### src/rtl/program_loader_pkg.sv
// rtl/program_loader_pkg.sv - shared types and constants for the program loader
package program_loader_pkg;

    localparam int PROG_WORDS     = 32;
    localparam int BYTES_PER_WORD = 4;

    typedef enum logic [2:0] {
        IDLE,
        RECV,
        WRITE,
        CHECK,
        DONE
    } loader_state_t;

endpackage

### src/rtl/program_loader_if.sv
// rtl/program_loader_if.sv - byte-stream input and program-memory write port of the loader
interface program_loader_if
    import program_loader_pkg::*;
#(
    parameter int ADDR_W = $clog2(PROG_WORDS)
);

    logic [7:0]        rx_data;
    logic              rx_valid;
    logic              rx_ready;
    logic              mem_write_enable;
    logic [ADDR_W-1:0] mem_address;
    logic [31:0]       mem_write_data;

    modport master (
        input  rx_data,
        input  rx_valid,
        output rx_ready,
        output mem_write_enable,
        output mem_address,
        output mem_write_data
    );

    modport slave (
        output rx_data,
        output rx_valid,
        input  rx_ready,
        input  mem_write_enable,
        input  mem_address,
        input  mem_write_data
    );

endinterface

### src/rtl/byte_assembler.sv
// rtl/byte_assembler.sv - gathers four little-endian bytes into a 32-bit word
module byte_assembler
    import program_loader_pkg::*;
(
    input  logic        clk_i,
    input  logic        reset_i,
    input  logic        clear_i,
    input  logic        accept_i,
    input  logic [7:0]  byte_i,
    output logic [31:0] word_o,
    output logic        word_ready_o
);

    localparam logic [1:0] LAST_BYTE = 2'(BYTES_PER_WORD - 1);

    logic [1:0]  count_q, count_d;
    logic [31:0] word_q, word_d;

    // Word with the incoming byte dropped into its lane; complete when word_ready_o is high.
    always_comb begin
        word_d                         = word_q;
        word_d[{count_q, 3'b000} +: 8] = byte_i;
        count_d                        = count_q + 2'd1;
    end

    assign word_o       = word_d;
    assign word_ready_o = accept_i && (count_q == LAST_BYTE);

    // Byte counter wraps after the fourth byte so the next word starts in lane 0.
    always_ff @(posedge clk_i) begin
        if (reset_i || clear_i) begin
            count_q <= '0;
            word_q  <= '0;
        end else if (accept_i) begin
            count_q <= count_d;
            word_q  <= word_d;
        end
    end

endmodule

### src/rtl/program_loader.sv
// rtl/program_loader.sv - byte-stream program image loader; PROGRAM_LOADER_CHECKSUM_EN adds a trailer checksum
module program_loader
    import program_loader_pkg::*;
#(
    parameter int WORDS  = PROG_WORDS,
    parameter int ADDR_W = $clog2(WORDS)
) (
    input  logic             clk_i,
    input  logic             reset_i,
    input  logic             start_i,
    input  logic [ADDR_W:0]  num_words_i,
    program_loader_if.master bus,
    output logic             core_hold_o,
    output logic             busy_o,
    output logic             done_o,
    output logic             error_o
);

    localparam logic [ADDR_W:0]   WORDS_N = (ADDR_W+1)'(WORDS);
    localparam logic [ADDR_W:0]   ONE_N   = (ADDR_W+1)'(1);
    localparam logic [ADDR_W-1:0] ONE_IDX = ADDR_W'(1);

    loader_state_t     state_q, state_d;
    logic [ADDR_W:0]   num_words_q, num_words_d, num_clamped;
    logic [ADDR_W-1:0] word_idx_q, word_idx_d;
    logic [ADDR_W-1:0] addr_q, addr_d;
    logic [31:0]       wdata_q, wdata_d;
    logic              rx_ready, accept, last_word;
    logic              asm_clear, word_ready;
    logic [31:0]       asm_word;
`ifdef PROGRAM_LOADER_CHECKSUM_EN
    logic [31:0]       sum_q, sum_d;
    logic              error_q, error_d;
`endif

    assign num_clamped = (num_words_i > WORDS_N) ? WORDS_N : num_words_i;
    assign last_word   = ({1'b0, word_idx_q} == (num_words_q - ONE_N));
    // Reset masks the handshake so no byte is consumed in the reset cycle.
    assign rx_ready    = !reset_i && (state_q == RECV || state_q == CHECK);
    assign accept      = rx_ready && bus.rx_valid;

    byte_assembler u_byte_assembler (
        .clk_i        (clk_i),
        .reset_i      (reset_i),
        .clear_i      (asm_clear),
        .accept_i     (accept),
        .byte_i       (bus.rx_data),
        .word_o       (asm_word),
        .word_ready_o (word_ready)
    );

    // Next-state logic: receive four bytes, strobe one write, repeat until the last word.
    always_comb begin
        state_d     = state_q;
        num_words_d = num_words_q;
        word_idx_d  = word_idx_q;
        addr_d      = addr_q;
        wdata_d     = wdata_q;
        asm_clear   = 1'b0;
`ifdef PROGRAM_LOADER_CHECKSUM_EN
        sum_d       = sum_q;
        error_d     = error_q;
`endif
        case (state_q)
            IDLE, DONE: begin
                if (start_i) begin
                    num_words_d = num_clamped;
                    word_idx_d  = '0;
                    asm_clear   = 1'b1;
`ifdef PROGRAM_LOADER_CHECKSUM_EN
                    sum_d       = '0;
                    error_d     = 1'b0;
`endif
                    state_d     = (num_clamped == '0) ? DONE : RECV;
                end
            end
            RECV: begin
                if (word_ready) begin
                    wdata_d = asm_word;
                    addr_d  = word_idx_q;
                    state_d = WRITE;
                end
            end
            WRITE: begin
`ifdef PROGRAM_LOADER_CHECKSUM_EN
                sum_d = sum_q + wdata_q;
`endif
                if (last_word) begin
`ifdef PROGRAM_LOADER_CHECKSUM_EN
                    state_d = CHECK;
`else
                    state_d = DONE;
`endif
                end else begin
                    word_idx_d = word_idx_q + ONE_IDX;
                    state_d    = RECV;
                end
            end
`ifdef PROGRAM_LOADER_CHECKSUM_EN
            CHECK: begin
                if (word_ready) begin
                    error_d = (asm_word != sum_q);
                    state_d = DONE;
                end
            end
`endif
            default: state_d = IDLE;
        endcase
    end

    // State and datapath registers.
    always_ff @(posedge clk_i) begin
        if (reset_i) begin
            state_q     <= IDLE;
            num_words_q <= '0;
            word_idx_q  <= '0;
            addr_q      <= '0;
            wdata_q     <= '0;
        end else begin
            state_q     <= state_d;
            num_words_q <= num_words_d;
            word_idx_q  <= word_idx_d;
            addr_q      <= addr_d;
            wdata_q     <= wdata_d;
        end
    end

`ifdef PROGRAM_LOADER_CHECKSUM_EN
    // Running word sum and the sticky mismatch flag.
    always_ff @(posedge clk_i) begin
        if (reset_i) begin
            sum_q   <= '0;
            error_q <= 1'b0;
        end else begin
            sum_q   <= sum_d;
            error_q <= error_d;
        end
    end
    assign error_o = error_q;
`else
    assign error_o = 1'b0;
`endif

    assign bus.rx_ready         = rx_ready;
    assign bus.mem_write_enable = !reset_i && (state_q == WRITE);
    assign bus.mem_address      = addr_q;
    assign bus.mem_write_data   = wdata_q;
    assign core_hold_o          = (state_q != DONE);
    assign busy_o               = (state_q != IDLE) && (state_q != DONE);
    assign done_o               = (state_q == DONE);

endmodule

### src/flat_wrapper.sv
// flat-port wrapper written by rule: the top's interface ports become plain ports
module program_loader_flat import program_loader_pkg::*;
#(
    parameter int WORDS  = PROG_WORDS,
    parameter int ADDR_W = $clog2(WORDS)
)
  (clk_i, reset_i, start_i, num_words_i, core_hold_o, busy_o, done_o, error_o, bus_rx_data, bus_rx_valid, bus_rx_ready, bus_mem_write_enable, bus_mem_address, bus_mem_write_data);
  program_loader_if #(.ADDR_W(ADDR_W)) bus_i ();
  input  logic clk_i;
  input  logic reset_i;
  input  logic start_i;
  input  logic [ADDR_W:0] num_words_i;
  output logic core_hold_o;
  output logic busy_o;
  output logic done_o;
  output logic error_o;
  input wire logic [$bits(bus_i.rx_data)-1:0] bus_rx_data;
  input wire logic [$bits(bus_i.rx_valid)-1:0] bus_rx_valid;
  output wire logic [$bits(bus_i.rx_ready)-1:0] bus_rx_ready;
  output wire logic [$bits(bus_i.mem_write_enable)-1:0] bus_mem_write_enable;
  output wire logic [$bits(bus_i.mem_address)-1:0] bus_mem_address;
  output wire logic [$bits(bus_i.mem_write_data)-1:0] bus_mem_write_data;
  assign bus_i.rx_data = bus_rx_data;
  assign bus_i.rx_valid = bus_rx_valid;
  assign bus_rx_ready = bus_i.rx_ready;
  assign bus_mem_write_enable = bus_i.mem_write_enable;
  assign bus_mem_address = bus_i.mem_address;
  assign bus_mem_write_data = bus_i.mem_write_data;
  program_loader #(.WORDS(WORDS), .ADDR_W(ADDR_W)) u_core (.clk_i(clk_i), .reset_i(reset_i), .start_i(start_i), .num_words_i(num_words_i), .bus(bus_i), .core_hold_o(core_hold_o), .busy_o(busy_o), .done_o(done_o), .error_o(error_o));
endmodule
### config.mk
export PLATFORM = sky130hd
export DESIGN_NAME = program_loader_flat
export DESIGN_NICKNAME = d
export VERILOG_FILES = /design/src/rtl/program_loader_pkg.sv /design/src/rtl/program_loader_if.sv /design/src/rtl/byte_assembler.sv /design/src/rtl/program_loader.sv /design/src/flat_wrapper.sv
export SDC_FILE = /design/constraint.sdc
export NUM_CORES = 1
export LEC_CHECK = 0
export CORE_ASPECT_RATIO = 0.5
export CORE_MARGIN = 2
export CORE_UTILIZATION = 53
export CTS_CLUSTER_DIAMETER = 100
export DETAILED_ROUTE_END_ITERATION = 6
export HOLD_SLACK_MARGIN = 0.05
export PLACE_DENSITY = 0.8
export SLEW_MARGIN = 30
export SYNTH_ARGS = -nofsm -noshare
export SYNTH_HDL_FRONTEND = slang
export SYNTH_SLANG_ARGS = --single-unit
### constraint.sdc
create_clock -name clk_i -period 2.35 [get_ports clk_i]
set_clock_uncertainty 0.1 [all_clocks]
set_input_delay 0.47 -clock clk_i [delete_from_list [all_inputs] [get_ports clk_i]]
set_output_delay 0.47 -clock clk_i [all_outputs]
set_load 0.01 [all_outputs]
==> results.toml <==
[status]
status = "finished clean"

[layout]
layout-drive-gt1-share_pct = 9.60
multiInputGateArea_sq_um = 1900
mostFrequentLayoutCell = "dfxtp_1"
fillerInstances = 555
area_growth_pct = 29.6
seqCellArea_sq_um = 1700
insertedDiodeCount = 0
final_cell_mix = "dfxtp_1 (84), nor2_1 (80), a211oi_1 (61)"
design_area_sq_um = 4820
nets = 520
final_cells = 592

[timing]
hold_viol_final = 0
fin_crit_sh_pct = 98.8
fin_tns_setup_ns = 0
rsz0062_at_grt = "true"
whs_ns = 0.357
fin_crit_ns = 2.32
final_max_slew_viol_count = 0
clock.fmax_mhz = 431
setup_viol = 0
maxSlewHeadroom_pct = 56.0
tightest_slew_ns = 0.655

[setup_path]
reg2reg_to = "u_core.state_q[0]"
setup.worst_path.end = "bus_mem_write_enable"
crit_start = "u_core.state_q[1]"
path_class = "reg -> out"
cp-end-kind = "output pin"
rr_worst_depth = 7
required_ns = 1.78
path_max_fanout = 5
crit_path_start_kind = "flip-flop"
ff2ff_setup_slack_ns = 0.16
cp.arrival_ns = 1.75
r2r_start = "u_core.num_words_q[1]"

[grt]
grt_pass1_wl_um = 14300
grt_start_max_net_pins = 41
grt_use_met1_pct = 29.8
grt_use_met3_pct = 5.34
grt_use_total_pct = 23.3
met2_usage_pct = 39.4
gr-total-overflow = 0
grt_pass1_vias = 3022
gr-max-usage-layer = "met2"
antenna_found_initial = 0

[clock_tree]
cts_hold_buf = 0
clock_sinks = 85
cts_root_buf = "clkbuf_16"
tritoncts.num_buffers = 9
clock_latency_ns = 0.34
tritoncts = "yes"
cts_buffer_depth = 2
cts.htree.levels = 3
path_clk_slew_ns = 0.06

[power]
p_total_uw = 3130
peakVddDrop_v = 0.000469
leakage_uw = 0.00163
power_density_nw_per_um2 = 648

[floorplan]
rows = 21
dieArea_sq_um = 7750
start_util_pct = 55.3
die_w_um = 123
ioPinCount = 61
core_area_sq_um = 6730
die_y_um = 63.3

[detailed_routing]
dr.pass1.iters = 4
ant_nets = 0
wirelength_um = 8500
vias_per_cell = 5.50
routedWlPerCell_um = 14.3
drc = 0
vias = 3258
drt_iter0_drc = 231

[placement]
numPlacedInstances = 575
dp_hpwl_um = 5790
post_dp_cell_area_sq_um = 4510
gp_congestion = 0.870
port_buffers = 59

[run]
cap_viol_max_count = 0

[synthesis]
synth_flop_cell = "dfxtp_1"
yosysSeqAreaShare_pct = 45.7
async_flop_share_pct = 0
synth_cells = 433
avgSynthCellArea_sq_um = 8.60
synth-edff-count = 0
synthesis.area_sq_um = 3720
synth_cell_types = 41
synth_seq_cells = 85
synth_warnings = 0
synth_nets = 458

[hold_path]
min_path_type = "in -> reg"
-- worst min path at each step --
stage | start | endpoint | slack [ns] | depth (start not counted)
after CTS | reset_i | u_core.bus.mem_address[3] | 0.35 | 2
after floorplan | u_core.num_words_q[1] | u_core.num_words_q[1] | 0.35 | 2
after global placement | u_core.num_words_q[5] | u_core.num_words_q[5] | 0.36 | 2
final | reset_i | u_core.bus.mem_address[2] | 0.36 | 2
after detailed placement | u_core.num_words_q[5] | u_core.num_words_q[5] | 0.37 | 2
after global routing | reset_i | u_core.bus.mem_address[2] | 0.35 | 2
-- per-stage QoR --
| step | util (%) | worst slack [ns] |
|---|---|---|
| global route | 71.7 | -0.0597 |
| finish | 71.7 | 0.0280 |
| CTS | 71.6 | 0.0369 |
| floorplan | - | 0.282 |
| detailed placement | 67.0 | 0.0405 |
| global placement | 67.0 | 0.103 |
-- state kept, by name (all words and copies together) (netlist names) --
name and count:
u_core.u_byte_assembler.word_q 32, u_core.bus.mem_write_data 32, u_core.num_words_q 6, u_core.word_idx_q 5, u_core.u_byte_assembler.count_q 2, u_core.bus.mem_address 5, u_core.state_q 3
-- synth_stat cells, types with 2 or more instances --
library cell | instances | area, sq um
a211oi_1 | 61 | 458
a21oi_1 | 40 | 200
a22oi_1 | 3 | 22.5
and2_1 | 2 | 12.5
buf_1 | 3 | 11.3
buf_2 | 5 | 25.0
buf_4 | 2 | 15.0
clkbuf_1 | 19 | 71.3
dfxtp_1 | 85 | 1700
ha_1 | 7 | 87.6
inv_1 | 8 | 30.0
mux2i_1 | 5 | 50.1
nand2_1 | 21 | 78.8
nand3_1 | 6 | 30.0
nand3b_1 | 5 | 37.5
nor2_1 | 80 | 300
nor2b_1 | 33 | 206
nor3_1 | 5 | 25.0
nor3b_1 | 4 | 30.0
nor4bb_1 | 2 | 20.0
o21ai_0 | 4 | 20.0
o311ai_1 | 3 | 26.3
o31a_1 | 2 | 17.5
o31ai_1 | 2 | 15.0
o41ai_1 | 2 | 17.5
xnor2_1 | 6 | 52.6
xor2_1 | 4 | 35.0
-- where the power goes --
part           switching [uW]  leakage (uW)  total [uW]  internal [uW]
logic                     139      0.000795         234           95.5
registers                13.3      0.000687        1470           1460
clock network             569      0.000149        1420            850
-- worst max-delay path, stage by stage, from the launching register on --
cell	delay, ns
dfxtp_1	0.39
nor3b_2	0.24
nand2_2	0.14
inv_1	0.10
clkdlybuf4s50_1	0.54
-- logic make-up after synthesis --
kind of cell | after synthesis | synth area share (%)
AND/OR/NAND/NOR | 166 | 21.7
AO/OA/AOI/OAI | 121 | 22.0
flip-flops | 85 | 45.7
buffers and inverters | 37 | 4.10
XOR/XNOR | 10 | 2.35
adder cells (fa/ha/maj) | 7 | 2.35
multiplexers | 6 | 1.65
other | 1 | 0.101
-- layout make-up --
cell class	count	area share, %
multi-input cells	311	39.3
flip-flops and latches	85	35.3
repair buffers	80	16.2
clock buffers	10	4.95
well taps	92	2.39
clock inverters	6	1.27
inverters	8	0.622
-- metal layers --
layer | share of wire (%) | routed length [um]
met1 | 46 | 3930
met2 | 48 | 4120
met3 | 4.4 | 376
met4 | 0.86 | 73
met5 | 0 | 0
-- timing repair --
| action | in CTS | in global routing |
|---|---|---|
| gates resized for setup | 2 | 1 |
| pin swaps | 0 | 1 |
| setup buffers | 0 | 1 |
| endpoints found under the setup margin | 1 | 2 |
(Power assumes the default switching activity.)
